<file path="config.mk">
export PLATFORM = sky130hd
export DESIGN_NAME = commit_trace_buffer_flat
export DESIGN_NICKNAME = d
export VERILOG_FILES = /design/src/rtl/commit_trace_buffer_pkg.sv /design/src/rtl/commit_trace_buffer_if.sv /design/src/rtl/commit_trace_buffer_fifo.sv /design/src/rtl/commit_trace_buffer.sv /design/src/flat_wrapper.sv
export SDC_FILE = /design/constraint.sdc
export NUM_CORES = 2
export LEC_CHECK = 0
export ABC_CLOCK_PERIOD_IN_PS = 5300
export CORE_UTILIZATION = 45
export DETAILED_ROUTE_END_ITERATION = 10
export DONT_BUFFER_PORTS = 1
export PLACE_DENSITY = 0.69
export SETUP_SLACK_MARGIN = 0.15
export SKIP_CTS_REPAIR_TIMING = 1
export SLEW_MARGIN = 20
export SYNTH_ARGS = -nofsm -noshare
export SYNTH_HDL_FRONTEND = slang
export SYNTH_SLANG_ARGS = --single-unit
</file>
<file path="constraint.sdc">
create_clock -name clk -period 5.3 [get_ports clk]
set_clock_uncertainty 0.05 [all_clocks]
set_input_delay 0.53 -clock clk [delete_from_list [all_inputs] [get_ports clk]]
set_output_delay 0.53 -clock clk [all_outputs]
set_load 0.02 [all_outputs]
</file>
<file path="src/rtl/commit_trace_buffer_pkg.sv">
// Shared types and helpers for the commit trace buffer: the 64-bit trace record layout
// and packing functions for regfile-writeback and store events.
package commit_trace_buffer_pkg;

    localparam int unsigned TRACE_REC_W = 64;

    localparam logic TRACE_TYPE_REG = 1'b0;
    localparam logic TRACE_TYPE_MEM = 1'b1;

    typedef struct packed {
        logic        rec_type;
        logic [2:0]  rsvd_hi;
        logic [3:0]  thread;
        logic [3:0]  byte_en;
        logic [5:0]  rsvd_lo;
        logic [13:0] addr;
        logic [31:0] data;
    } trace_rec_t;

    function automatic trace_rec_t pack_reg_rec(input logic [3:0]  thread,
                                                input logic [4:0]  rd,
                                                input logic [31:0] data);
        trace_rec_t rec;
        rec          = '0;
        rec.rec_type = TRACE_TYPE_REG;
        rec.thread   = thread;
        rec.byte_en  = 4'hF;
        rec.addr     = {9'b0, rd};
        rec.data     = data;
        return rec;
    endfunction

    function automatic trace_rec_t pack_mem_rec(input logic [3:0]  thread,
                                                input logic [3:0]  byte_en,
                                                input logic [13:0] addr,
                                                input logic [31:0] data);
        trace_rec_t rec;
        rec          = '0;
        rec.rec_type = TRACE_TYPE_MEM;
        rec.thread   = thread;
        rec.byte_en  = byte_en;
        rec.addr     = addr;
        rec.data     = data;
        return rec;
    endfunction

endpackage

</file>
<file path="src/rtl/commit_trace_buffer_if.sv">
// Event capture inputs, control and trace drain stream of the commit trace buffer.
// The master modport drives events (core/host side); the slave modport is the buffer.
interface commit_trace_buffer_if
    import commit_trace_buffer_pkg::*;
#(
    parameter int unsigned DEPTH     = 16,
    parameter int unsigned CNT_WIDTH = 16
);

    logic                     i_enable;
    logic                     i_clear;
    logic [15:0]              i_thread_mask;
    logic                     i_rf_wr_en;
    logic [4:0]               i_rf_wr_addr;
    logic [31:0]              i_rf_wr_data;
    logic [3:0]               i_thread_index_wb;
    logic [3:0]               i_dmem_we;
    logic [13:0]              i_dmem_addr;
    logic [31:0]              i_dmem_wdata;
    logic [3:0]               i_thread_index_wrmem;
    logic                     o_trace_valid;
    logic                     i_trace_ready;
    logic [TRACE_REC_W-1:0]   o_trace_record;
    logic [$clog2(DEPTH):0]   o_fill_level;
    logic [CNT_WIDTH-1:0]     o_drop_count;
    logic                     o_overflow;

    modport master (
        output i_enable, i_clear, i_thread_mask,
        output i_rf_wr_en, i_rf_wr_addr, i_rf_wr_data, i_thread_index_wb,
        output i_dmem_we, i_dmem_addr, i_dmem_wdata, i_thread_index_wrmem,
        output i_trace_ready,
        input  o_trace_valid, o_trace_record, o_fill_level, o_drop_count, o_overflow
    );

    modport slave (
        input  i_enable, i_clear, i_thread_mask,
        input  i_rf_wr_en, i_rf_wr_addr, i_rf_wr_data, i_thread_index_wb,
        input  i_dmem_we, i_dmem_addr, i_dmem_wdata, i_thread_index_wrmem,
        input  i_trace_ready,
        output o_trace_valid, o_trace_record, o_fill_level, o_drop_count, o_overflow
    );

endinterface

</file>
<file path="src/rtl/commit_trace_buffer_fifo.sv">
// DEPTH-entry register FIFO accepting 0, 1 or 2 records per cycle and popping at most one.
// The head is presented first-word-fall-through and reads as zero while empty.
module commit_trace_buffer_fifo
    import commit_trace_buffer_pkg::*;
#(
    parameter int unsigned DEPTH = 16,
    localparam int unsigned PTR_W  = $clog2(DEPTH),
    localparam int unsigned FILL_W = PTR_W + 1
) (
    input  logic              clk,
    input  logic              reset,
    input  logic              clear,
    input  logic [1:0]        push_cnt,
    input  trace_rec_t        push_data0,
    input  trace_rec_t        push_data1,
    input  logic              pop,
    output logic              head_valid,
    output trace_rec_t        head_data,
    output logic [FILL_W-1:0] fill
);

    trace_rec_t        mem_q [DEPTH];
    logic [PTR_W-1:0]  wr_ptr_q, wr_ptr_d, wr_ptr_nxt;
    logic [PTR_W-1:0]  rd_ptr_q, rd_ptr_d;
    logic [FILL_W-1:0] fill_q, fill_d;
    logic              do_pop;

    assign do_pop     = pop & (fill_q != '0);
    assign wr_ptr_nxt = wr_ptr_q + PTR_W'(1);

    always_comb begin
        wr_ptr_d = wr_ptr_q;
        rd_ptr_d = rd_ptr_q;
        fill_d   = fill_q;
        if (clear) begin
            wr_ptr_d = '0;
            rd_ptr_d = '0;
            fill_d   = '0;
        end else begin
            wr_ptr_d = wr_ptr_q + PTR_W'(push_cnt);
            rd_ptr_d = rd_ptr_q + PTR_W'(do_pop);
            fill_d   = fill_q + FILL_W'(push_cnt) - FILL_W'(do_pop);
        end
    end

    always_ff @(posedge clk or posedge reset) begin
        if (reset) begin
            wr_ptr_q <= '0;
            rd_ptr_q <= '0;
            fill_q   <= '0;
        end else begin
            wr_ptr_q <= wr_ptr_d;
            rd_ptr_q <= rd_ptr_d;
            fill_q   <= fill_d;
        end
    end

    // Storage is left unreset; the head is masked by head_valid instead.
    always_ff @(posedge clk) begin
        if (!clear) begin
            if (push_cnt != 2'd0) begin
                mem_q[wr_ptr_q] <= push_data0;
            end
            if (push_cnt == 2'd2) begin
                mem_q[wr_ptr_nxt] <= push_data1;
            end
        end
    end

    assign head_valid = (fill_q != '0);
    assign head_data  = head_valid ? mem_q[rd_ptr_q] : '0;
    assign fill       = fill_q;

endmodule

</file>
<file path="src/rtl/commit_trace_buffer.sv">
// On-chip commit trace: qualifies regfile writebacks and stores, packs them into 64-bit
// records, buffers them and drains them over a valid/ready stream with drop accounting.
module commit_trace_buffer
    import commit_trace_buffer_pkg::*;
#(
    parameter int unsigned DEPTH     = 16,
    parameter int unsigned CNT_WIDTH = 16
) (
    input logic                  clk,
    input logic                  reset,
    commit_trace_buffer_if.slave bus
);

    localparam int unsigned FILL_W = $clog2(DEPTH) + 1;
    localparam logic [FILL_W-1:0] DEPTH_W = FILL_W'(DEPTH);

    logic              reg_evt, mem_evt;
    logic              acc_reg, acc_mem;
    logic [1:0]        push_cnt, drop_cnt;
    logic [FILL_W-1:0] fill, free;
    trace_rec_t        reg_rec, mem_rec, push_data0, push_data1, head_data;
    logic              head_valid, pop;

    logic [CNT_WIDTH-1:0] drop_q, drop_d;
    logic [CNT_WIDTH:0]   drop_sum;
    logic                 ovf_q, ovf_d;

    always_comb begin
        reg_rec = pack_reg_rec(bus.i_thread_index_wb, bus.i_rf_wr_addr, bus.i_rf_wr_data);
        mem_rec = pack_mem_rec(bus.i_thread_index_wrmem, bus.i_dmem_we, bus.i_dmem_addr,
                               bus.i_dmem_wdata);

        reg_evt = bus.i_enable & bus.i_thread_mask[bus.i_thread_index_wb] & bus.i_rf_wr_en &
                  (bus.i_rf_wr_addr != 5'd0);
        mem_evt = bus.i_enable & bus.i_thread_mask[bus.i_thread_index_wrmem] &
                  (bus.i_dmem_we != 4'd0);

        // Space is judged on the start-of-cycle fill; a same-cycle pop frees nothing.
        free    = DEPTH_W - fill;
        acc_reg = ~bus.i_clear & reg_evt & (free != '0);
        acc_mem = ~bus.i_clear & mem_evt &
                  ((free >= FILL_W'(2)) | ((free == FILL_W'(1)) & ~reg_evt));

        push_cnt = {1'b0, acc_reg} + {1'b0, acc_mem};
        drop_cnt = '0;
        if (!bus.i_clear) begin
            drop_cnt = {1'b0, reg_evt & ~acc_reg} + {1'b0, mem_evt & ~acc_mem};
        end

        // The writeback belongs to the older instruction, so it takes the lower slot.
        push_data0 = acc_reg ? reg_rec : mem_rec;
        push_data1 = mem_rec;
    end

    assign pop = head_valid & bus.i_trace_ready;

    commit_trace_buffer_fifo #(
        .DEPTH (DEPTH)
    ) u_fifo (
        .clk        (clk),
        .reset      (reset),
        .clear      (bus.i_clear),
        .push_cnt   (push_cnt),
        .push_data0 (push_data0),
        .push_data1 (push_data1),
        .pop        (pop),
        .head_valid (head_valid),
        .head_data  (head_data),
        .fill       (fill)
    );

    always_comb begin
        drop_sum = {1'b0, drop_q} + (CNT_WIDTH + 1)'(drop_cnt);
        drop_d   = drop_q;
        ovf_d    = ovf_q;
        if (bus.i_clear) begin
            drop_d = '0;
            ovf_d  = 1'b0;
        end else if (drop_cnt != 2'd0) begin
            drop_d = drop_sum[CNT_WIDTH] ? '1 : drop_sum[CNT_WIDTH-1:0];
            ovf_d  = 1'b1;
        end
    end

    always_ff @(posedge clk or posedge reset) begin
        if (reset) begin
            drop_q <= '0;
            ovf_q  <= 1'b0;
        end else begin
            drop_q <= drop_d;
            ovf_q  <= ovf_d;
        end
    end

    assign bus.o_trace_valid  = head_valid;
    assign bus.o_trace_record = head_data;
    assign bus.o_fill_level   = fill;
    assign bus.o_drop_count   = drop_q;
    assign bus.o_overflow     = ovf_q;

endmodule
</file>
<file path="src/flat_wrapper.sv">
// flat-port wrapper written by rule: the top's interface ports become plain ports
module commit_trace_buffer_flat import commit_trace_buffer_pkg::*;
#(
    parameter int unsigned DEPTH     = 16,
    parameter int unsigned CNT_WIDTH = 16
)
  (clk, reset, bus_i_enable, bus_i_clear, bus_i_thread_mask, bus_i_rf_wr_en, bus_i_rf_wr_addr, bus_i_rf_wr_data, bus_i_thread_index_wb, bus_i_dmem_we, bus_i_dmem_addr, bus_i_dmem_wdata, bus_i_thread_index_wrmem, bus_i_trace_ready, bus_o_trace_valid, bus_o_trace_record, bus_o_fill_level, bus_o_drop_count, bus_o_overflow);
  commit_trace_buffer_if #(.DEPTH(DEPTH), .CNT_WIDTH(CNT_WIDTH)) bus_i ();
  input logic clk;
  input logic reset;
  input wire logic [$bits(bus_i.i_enable)-1:0] bus_i_enable;
  input wire logic [$bits(bus_i.i_clear)-1:0] bus_i_clear;
  input wire logic [$bits(bus_i.i_thread_mask)-1:0] bus_i_thread_mask;
  input wire logic [$bits(bus_i.i_rf_wr_en)-1:0] bus_i_rf_wr_en;
  input wire logic [$bits(bus_i.i_rf_wr_addr)-1:0] bus_i_rf_wr_addr;
  input wire logic [$bits(bus_i.i_rf_wr_data)-1:0] bus_i_rf_wr_data;
  input wire logic [$bits(bus_i.i_thread_index_wb)-1:0] bus_i_thread_index_wb;
  input wire logic [$bits(bus_i.i_dmem_we)-1:0] bus_i_dmem_we;
  input wire logic [$bits(bus_i.i_dmem_addr)-1:0] bus_i_dmem_addr;
  input wire logic [$bits(bus_i.i_dmem_wdata)-1:0] bus_i_dmem_wdata;
  input wire logic [$bits(bus_i.i_thread_index_wrmem)-1:0] bus_i_thread_index_wrmem;
  input wire logic [$bits(bus_i.i_trace_ready)-1:0] bus_i_trace_ready;
  output wire logic [$bits(bus_i.o_trace_valid)-1:0] bus_o_trace_valid;
  output wire logic [$bits(bus_i.o_trace_record)-1:0] bus_o_trace_record;
  output wire logic [$bits(bus_i.o_fill_level)-1:0] bus_o_fill_level;
  output wire logic [$bits(bus_i.o_drop_count)-1:0] bus_o_drop_count;
  output wire logic [$bits(bus_i.o_overflow)-1:0] bus_o_overflow;
  assign bus_i.i_enable = bus_i_enable;
  assign bus_i.i_clear = bus_i_clear;
  assign bus_i.i_thread_mask = bus_i_thread_mask;
  assign bus_i.i_rf_wr_en = bus_i_rf_wr_en;
  assign bus_i.i_rf_wr_addr = bus_i_rf_wr_addr;
  assign bus_i.i_rf_wr_data = bus_i_rf_wr_data;
  assign bus_i.i_thread_index_wb = bus_i_thread_index_wb;
  assign bus_i.i_dmem_we = bus_i_dmem_we;
  assign bus_i.i_dmem_addr = bus_i_dmem_addr;
  assign bus_i.i_dmem_wdata = bus_i_dmem_wdata;
  assign bus_i.i_thread_index_wrmem = bus_i_thread_index_wrmem;
  assign bus_i.i_trace_ready = bus_i_trace_ready;
  assign bus_o_trace_valid = bus_i.o_trace_valid;
  assign bus_o_trace_record = bus_i.o_trace_record;
  assign bus_o_fill_level = bus_i.o_fill_level;
  assign bus_o_drop_count = bus_i.o_drop_count;
  assign bus_o_overflow = bus_i.o_overflow;
  commit_trace_buffer #(.DEPTH(DEPTH), .CNT_WIDTH(CNT_WIDTH)) u_core (.clk(clk), .reset(reset), .bus(bus_i));
endmodule
</file>
# After elaboration in Yosys (flattened, before gate mapping)
# Memories as Yosys holds them, arrays and structs flattened.
# Cells that the tools add are included.
dict set report word_totals {
  regBits 30
  mem_count 1
  output_inout_bits 87
  in_bits 117
  wordCells 67
  ramBits 1024
}
# memory depth width rd rd_clocked_by_memory_dff write_ports line
set mem_list {}
lappend mem_list {u_core.u_fifo.mem_q 16 64 1 0 2 commit_trace_buffer_fifo.sv:22} ;# trace_rec_t mem_q [DEPTH];
dict set report op_classes {
  magnitude_cmp 3
  n_reduce_logical 7
  n_mux 21
  bitwise 19
  add_sub_neg 9
  n_eq_ne 2
}
# cell count
set ops {}
lappend ops {{$mux W64} 2}
lappend ops {{$mux W16} 3}
lappend ops {{$add A16 B2 Y17} 1}
lappend ops {{$reduce_bool A5 Y1} 3}
lappend ops {{$and A1 B1 Y1} 14}
lappend ops {{$lt A4 B5 Y1 const B} 2}
lappend ops {{$mux W1} 10}
lappend ops {{$bmux W1 S4} 2}
lappend ops {{$mux W4} 2}
lappend ops {{$reduce_bool A2 Y1} 3}
lappend ops {{$add A5 B2 Y5} 1}
lappend ops {{$eq A5 B1 Y1 const B} 1}
lappend ops {{$ge A5 B2 Y1 const B} 1}
lappend ops {{$mux W5} 1}
lappend ops {{$sub A5 B1 Y5} 1}
lappend ops {{$sub A5 B5 Y5 const A} 1}
lappend ops {{$add A1 B1 Y2} 2}
lappend ops {{$add A4 B1 Y4} 1}
lappend ops {{$add A4 B1 Y4 const B} 1}
lappend ops {{$add A4 B2 Y4} 1}
lappend ops {{$not A1 Y1} 4}
lappend ops {{$reduce_bool A4 Y1} 1}
lappend ops {{$eq A2 B2 Y1 const B} 1}
lappend ops {{$mux W2} 1}
lappend ops {{$or A1 B1 Y1} 1}

# Depth between registers and ports, before layout
dict set report logic_depth {
  word_depth 17
  ltp_mapped 20
  depth_no_buf 18
}

# Modules after synthesis
# Synthesis repeated with hierarchy kept, for this count alone.
dict set report hier_totals {
  hier_cells 3380
  hier_area_um2 54751.3
}
# module area_each_um2 seq_area_each_um2 cells_per_inst n_inst
set modules_own_cells {}
lappend modules_own_cells {commit_trace_buffer_fifo 52506.6 31074.8 3154 1}
lappend modules_own_cells {commit_trace_buffer 2244.7 425.4 226 1}

# Least setup slack after synthesis
# No wires, ideal clock.
dict set report synth_path {
  kind {input port to flip-flop}
  start {in bus_i_thread_index_wb[0]}
  end {mem u_core.u_fifo.mem_q[12][0] in the netlist's numbering, enable pin}
  arrival_ns 4.649
  cell_stages 11
  path_slack_ns 0.185
  n_path_buf 3
  setup_ns 0.416
  cell_sequence {buf_2 buf_2 a2111oi_0 or4_1 a21boi_4 inv_4 buf_6 ha_1 nor4_1 nand3_1 nand2_1}
}
# item line
set synth_rtl {}
lappend synth_rtl {{start: declaration} flat_wrapper.sv:17} ;# input wire logic [$bits(bus_i.i_thread_index_wb)-1:0] bus_i_thread_index_wb;
lappend synth_rtl {{end: declaration} commit_trace_buffer_fifo.sv:22}

==> results by group <==
Setup path
  – Setup CP Type: flop to flop
  – WP data required: 5.79 ns
  – Crit-path max FO: 10
  – CP startpoint kind: flop
  – Crit path DAT: roughly 5.4 ns
  – CP endpoint kind: flop

Detailed routing
  – DRT Wirelength: 154.3 mm
  – 1st-pass router iterations: 6
  – Post-route DRC violation count: 0
  – DR iter-0 viols: 5,152
  – Routed length per placed instance: 36.66 µm
  – Via count: a little over 30k
  – Final ANT Viol Nets: 0
  – Vias/cell: 7.240

Synth
  – Post-synthesis sequential area ratio: 0.6060
  – Post-synth EDFFs: approximately 860
  – Share of flip-flops with an asynchronous set or reset: 0.03297
  – Post-synth top area cell: edfxtp_1
  – Distinct cells, synth: 55
  – Synth area leaders: edfxtp_1 (58%), mux4_2 (14%), a22o_1 (13%)
  – Synth top area share: 0.5820
  – Most common cell in the synthesized netlist: edfxtp_1
  – Synthesis warning total: 0
  – Top FF cell, synth: edfxtp_1
  – Avg Cell Area, Syn: 15.64 µm²
  – Synthesized netlist cell count: 2,850
  – Number of synthesized register bits: 910
  – Top cells by count, synth: edfxtp_1 (864), a22o_1 (656), mux4_2 (280)
  – Synthesized area: 44,580 µm²

Clocking
  – Reg clk slew, reported paths: 0.06 ns
  – Longest Clk Path Bufs: 3
  – CTS buffer count: 99
  – CTS Sinks: 910
  – Latest clock arrival within the worst-skew pair: 0.69 ns
  – CTS tree: yes
  – Clk root buf: clkbuf_16
  – CTS H-tree depth: 3

Power and ir drop
  – Clk pwr share: 0.375
  – Combinational Power Share: 0.203
  – Lkg Pwr: between 0.015 and 0.02 µW
  – Reg power frac: 0.422
  – Maximum vdd drop: 0.2580 mV
  – Pwr per Cell Area: 369.0 nW/µm²
  – Power, Total: 19,030 µW
  – Switch share: 0.2749
  – Sw power: approximately 5200 µW
  – Internal: ~14,000 µW

Timing
  – Final setup TNS: 0 ns
  – Final setup violation count: 0
  – Final min period: 4.940 ns
  – RSZ-0062 raised after global routing: false
  – Final max-slew violation count: 0
  – Worst slew margin: 0.2099
  – Max Clock Freq: 202.4 MHz
  – Hold_ws: -0.02027 ns
  – Worst-margin pin slew: 1.181 ns
  – Final Hold Fails: 69
  – Fin crit share: 0.9320

Floorplanning
  – IO Pins: just over 200
  – Die footprint: 100,300 µm²
  – Initial core utilization: 0.4536
  – Core Rows: 115
  – Die height: 316.8 µm
  – Die W: 316.8 µm
  – Core Area: 98,280 µm²

Min path
  – Worst Hold Class: input port to flop

Global route
  – Vias in the first global route: 28.86k
  – Pin count of the biggest net entering global routing: 59
  – Initial antenna violation count: 6
  – GRT Util Overall: 0.2810
  – First-pass GRT wire length: between 200 and 250 mm
  – Grt ovf: 0

Flow run
  – Max Cap Violations: 0

Layout
  – Layout area overhead: 15.66%
  – Fin nets: 2,976
  – Share of layout cells above drive strength 1: 0.2093
  – Post-layout util: 0.5247
  – Final instance area: approximately 52,000 µm²

Place
  – Area post-placement: 46,420 µm²
  – Routability Congestion: between 0.8 and 0.9
  – Post-DP HPWL: between 80 and 90 mm
  – Port Buffers: 0

Outcome
  – Status: finished with violations
  – Failing checks: negative hold slack
registers in the layout, indices dropped and copies added, names as in the netlist:
register,cells
u_core.bus.o_drop_count,16
u_core.bus.o_overflow,1
u_core.u_fifo.fill,5
u_core.u_fifo.mem_q,880
u_core.u_fifo.rd_ptr_q,4
u_core.u_fifo.wr_ptr_q,4
worst max-delay path, cell delays in order, from the launching register on:
cell           delay [ns]
dfrtp_1              0.56
inv_1                0.12
ha_1                 0.25
and2_1               0.15
ha_1                 0.31
a41oi_1              0.24
a21boi_4             0.34
inv_4                0.05
ha_1                 0.20
nor2_1               0.16
and3_1               0.43
nand2_1              0.28
o21ai_4              0.55
buf_4                0.35
a22o_1               0.17
dlygate4sd3_1        0.57
through the flow:
| stage | std cells | hold slack, ns | worst slack [ns] |
|---|---|---|---|
| final | 4208 | -0.02027 | 0.3603 |
| after global placement | 3841 | 0.4304 | 0.1999 |
| after floorplan | 2858 | 0.4110 | 0.1850 |
| after detailed placement | 3842 | 0.4396 | 0.2100 |
| after global routing | 4206 | -0.001917 | 0.1656 |
| after CTS | 4027 | -0.2086 | 0.5019 |
power groups by stage:
stage	sequential, µW	clock, µW	combinational [µW]
after floorplan	8070	0	2940
after global placement	8220	0	3550
after detailed placement	8190	0	3650
after CTS	8040	7160	3660
after global routing	8040	7440	4040
final	8030	7140	3850
area by class of cell:
| class | count | area (µm²) |
|---|---|---|
| tap | 1287 | 1610 |
| fill | 7644 | 46710 |
| antenna | 2 | 5.005 |
| multi-input combinational | 1507 | 16130 |
| clock inverter | 64 | 710.7 |
| sequential | 910 | 27030 |
| clock buffer | 121 | 2631 |
| inverter | 21 | 82.58 |
| timing repair buffer | 296 | 3366 |
kinds of logic (layout without fill, tap and decap cells):
family	Yosys count	in the layout	synth area share
xor gates and xnor gates	9	9	0.001768
adders and majority gates	24	24	0.007241
buffers and inverters	441	502	0.04044
AOI/OAI and AO/OA	824	824	0.1533
muxes	288	288	0.1434
other	1	11	0.00008412
DFF	910	910	0.6060
and+or+nand+nor	353	353	0.04780
per-layer routing:
metal	vias to the layer above	track usage	part of all wire
li1	11557	-	-
met1	15509	0.3605	0.34
met2	2818	0.4532	0.47
met3	576	0.07513	0.13
met4	4	0.1167	0.052
met5	-	0	0.00018
worst paths after layout:
check / startpoint / to / slack [ns] / depth (start not counted)
setup / recovery: u_core.u_fifo.fill[0]$_DFF_PP0_ / u_core.u_fifo.mem_q[11][58]$_DFFE_PP_ / 0.36 / 15
hold / removal: bus_i_rf_wr_data[10] / u_core.u_fifo.mem_q[12][10]$_DFFE_PP_ / -0.02 / 1
setup reg to reg: u_core.u_fifo.fill[0]$_DFF_PP0_ / u_core.u_fifo.mem_q[11][58]$_DFFE_PP_ / 0.36 / 15
hold reg to reg: u_core.u_fifo.mem_q[0][63]$_SDFFE_PP1P_ / u_core.u_fifo.mem_q[0][63]$_SDFFE_PP1P_ / 0.46 / 2
max in group asynchronous: reset / u_core.u_fifo.rd_ptr_q[3]$_DFF_PP0_ / 4.50 / 3
min in group asynchronous: reset / u_core.bus.o_drop_count[13]$_DFFE_PP0P_ / 0.34 / 3
layout by cell type, fill, tap and decap left out, types with 17 or more instances in the layout:
cell / n
a21o_1: 66
a21oi_1: 32
a22o_1: 656
and2_1: 204
buf_12: 54
buf_4: 62
clkbuf_16: 100
clkinv_1: 17
clkinv_2: 20
dfrtp_1: 26
dlygate4sd3_1: 179
edfxtp_1: 864
ha_1: 21
inv_1: 19
mux4_2: 280
nand2_1: 34
nand3_1: 20
nor2_1: 18
nor2b_1: 19
o21ai_0: 18
No activity file was read; power rests on OpenSTA's default activity.
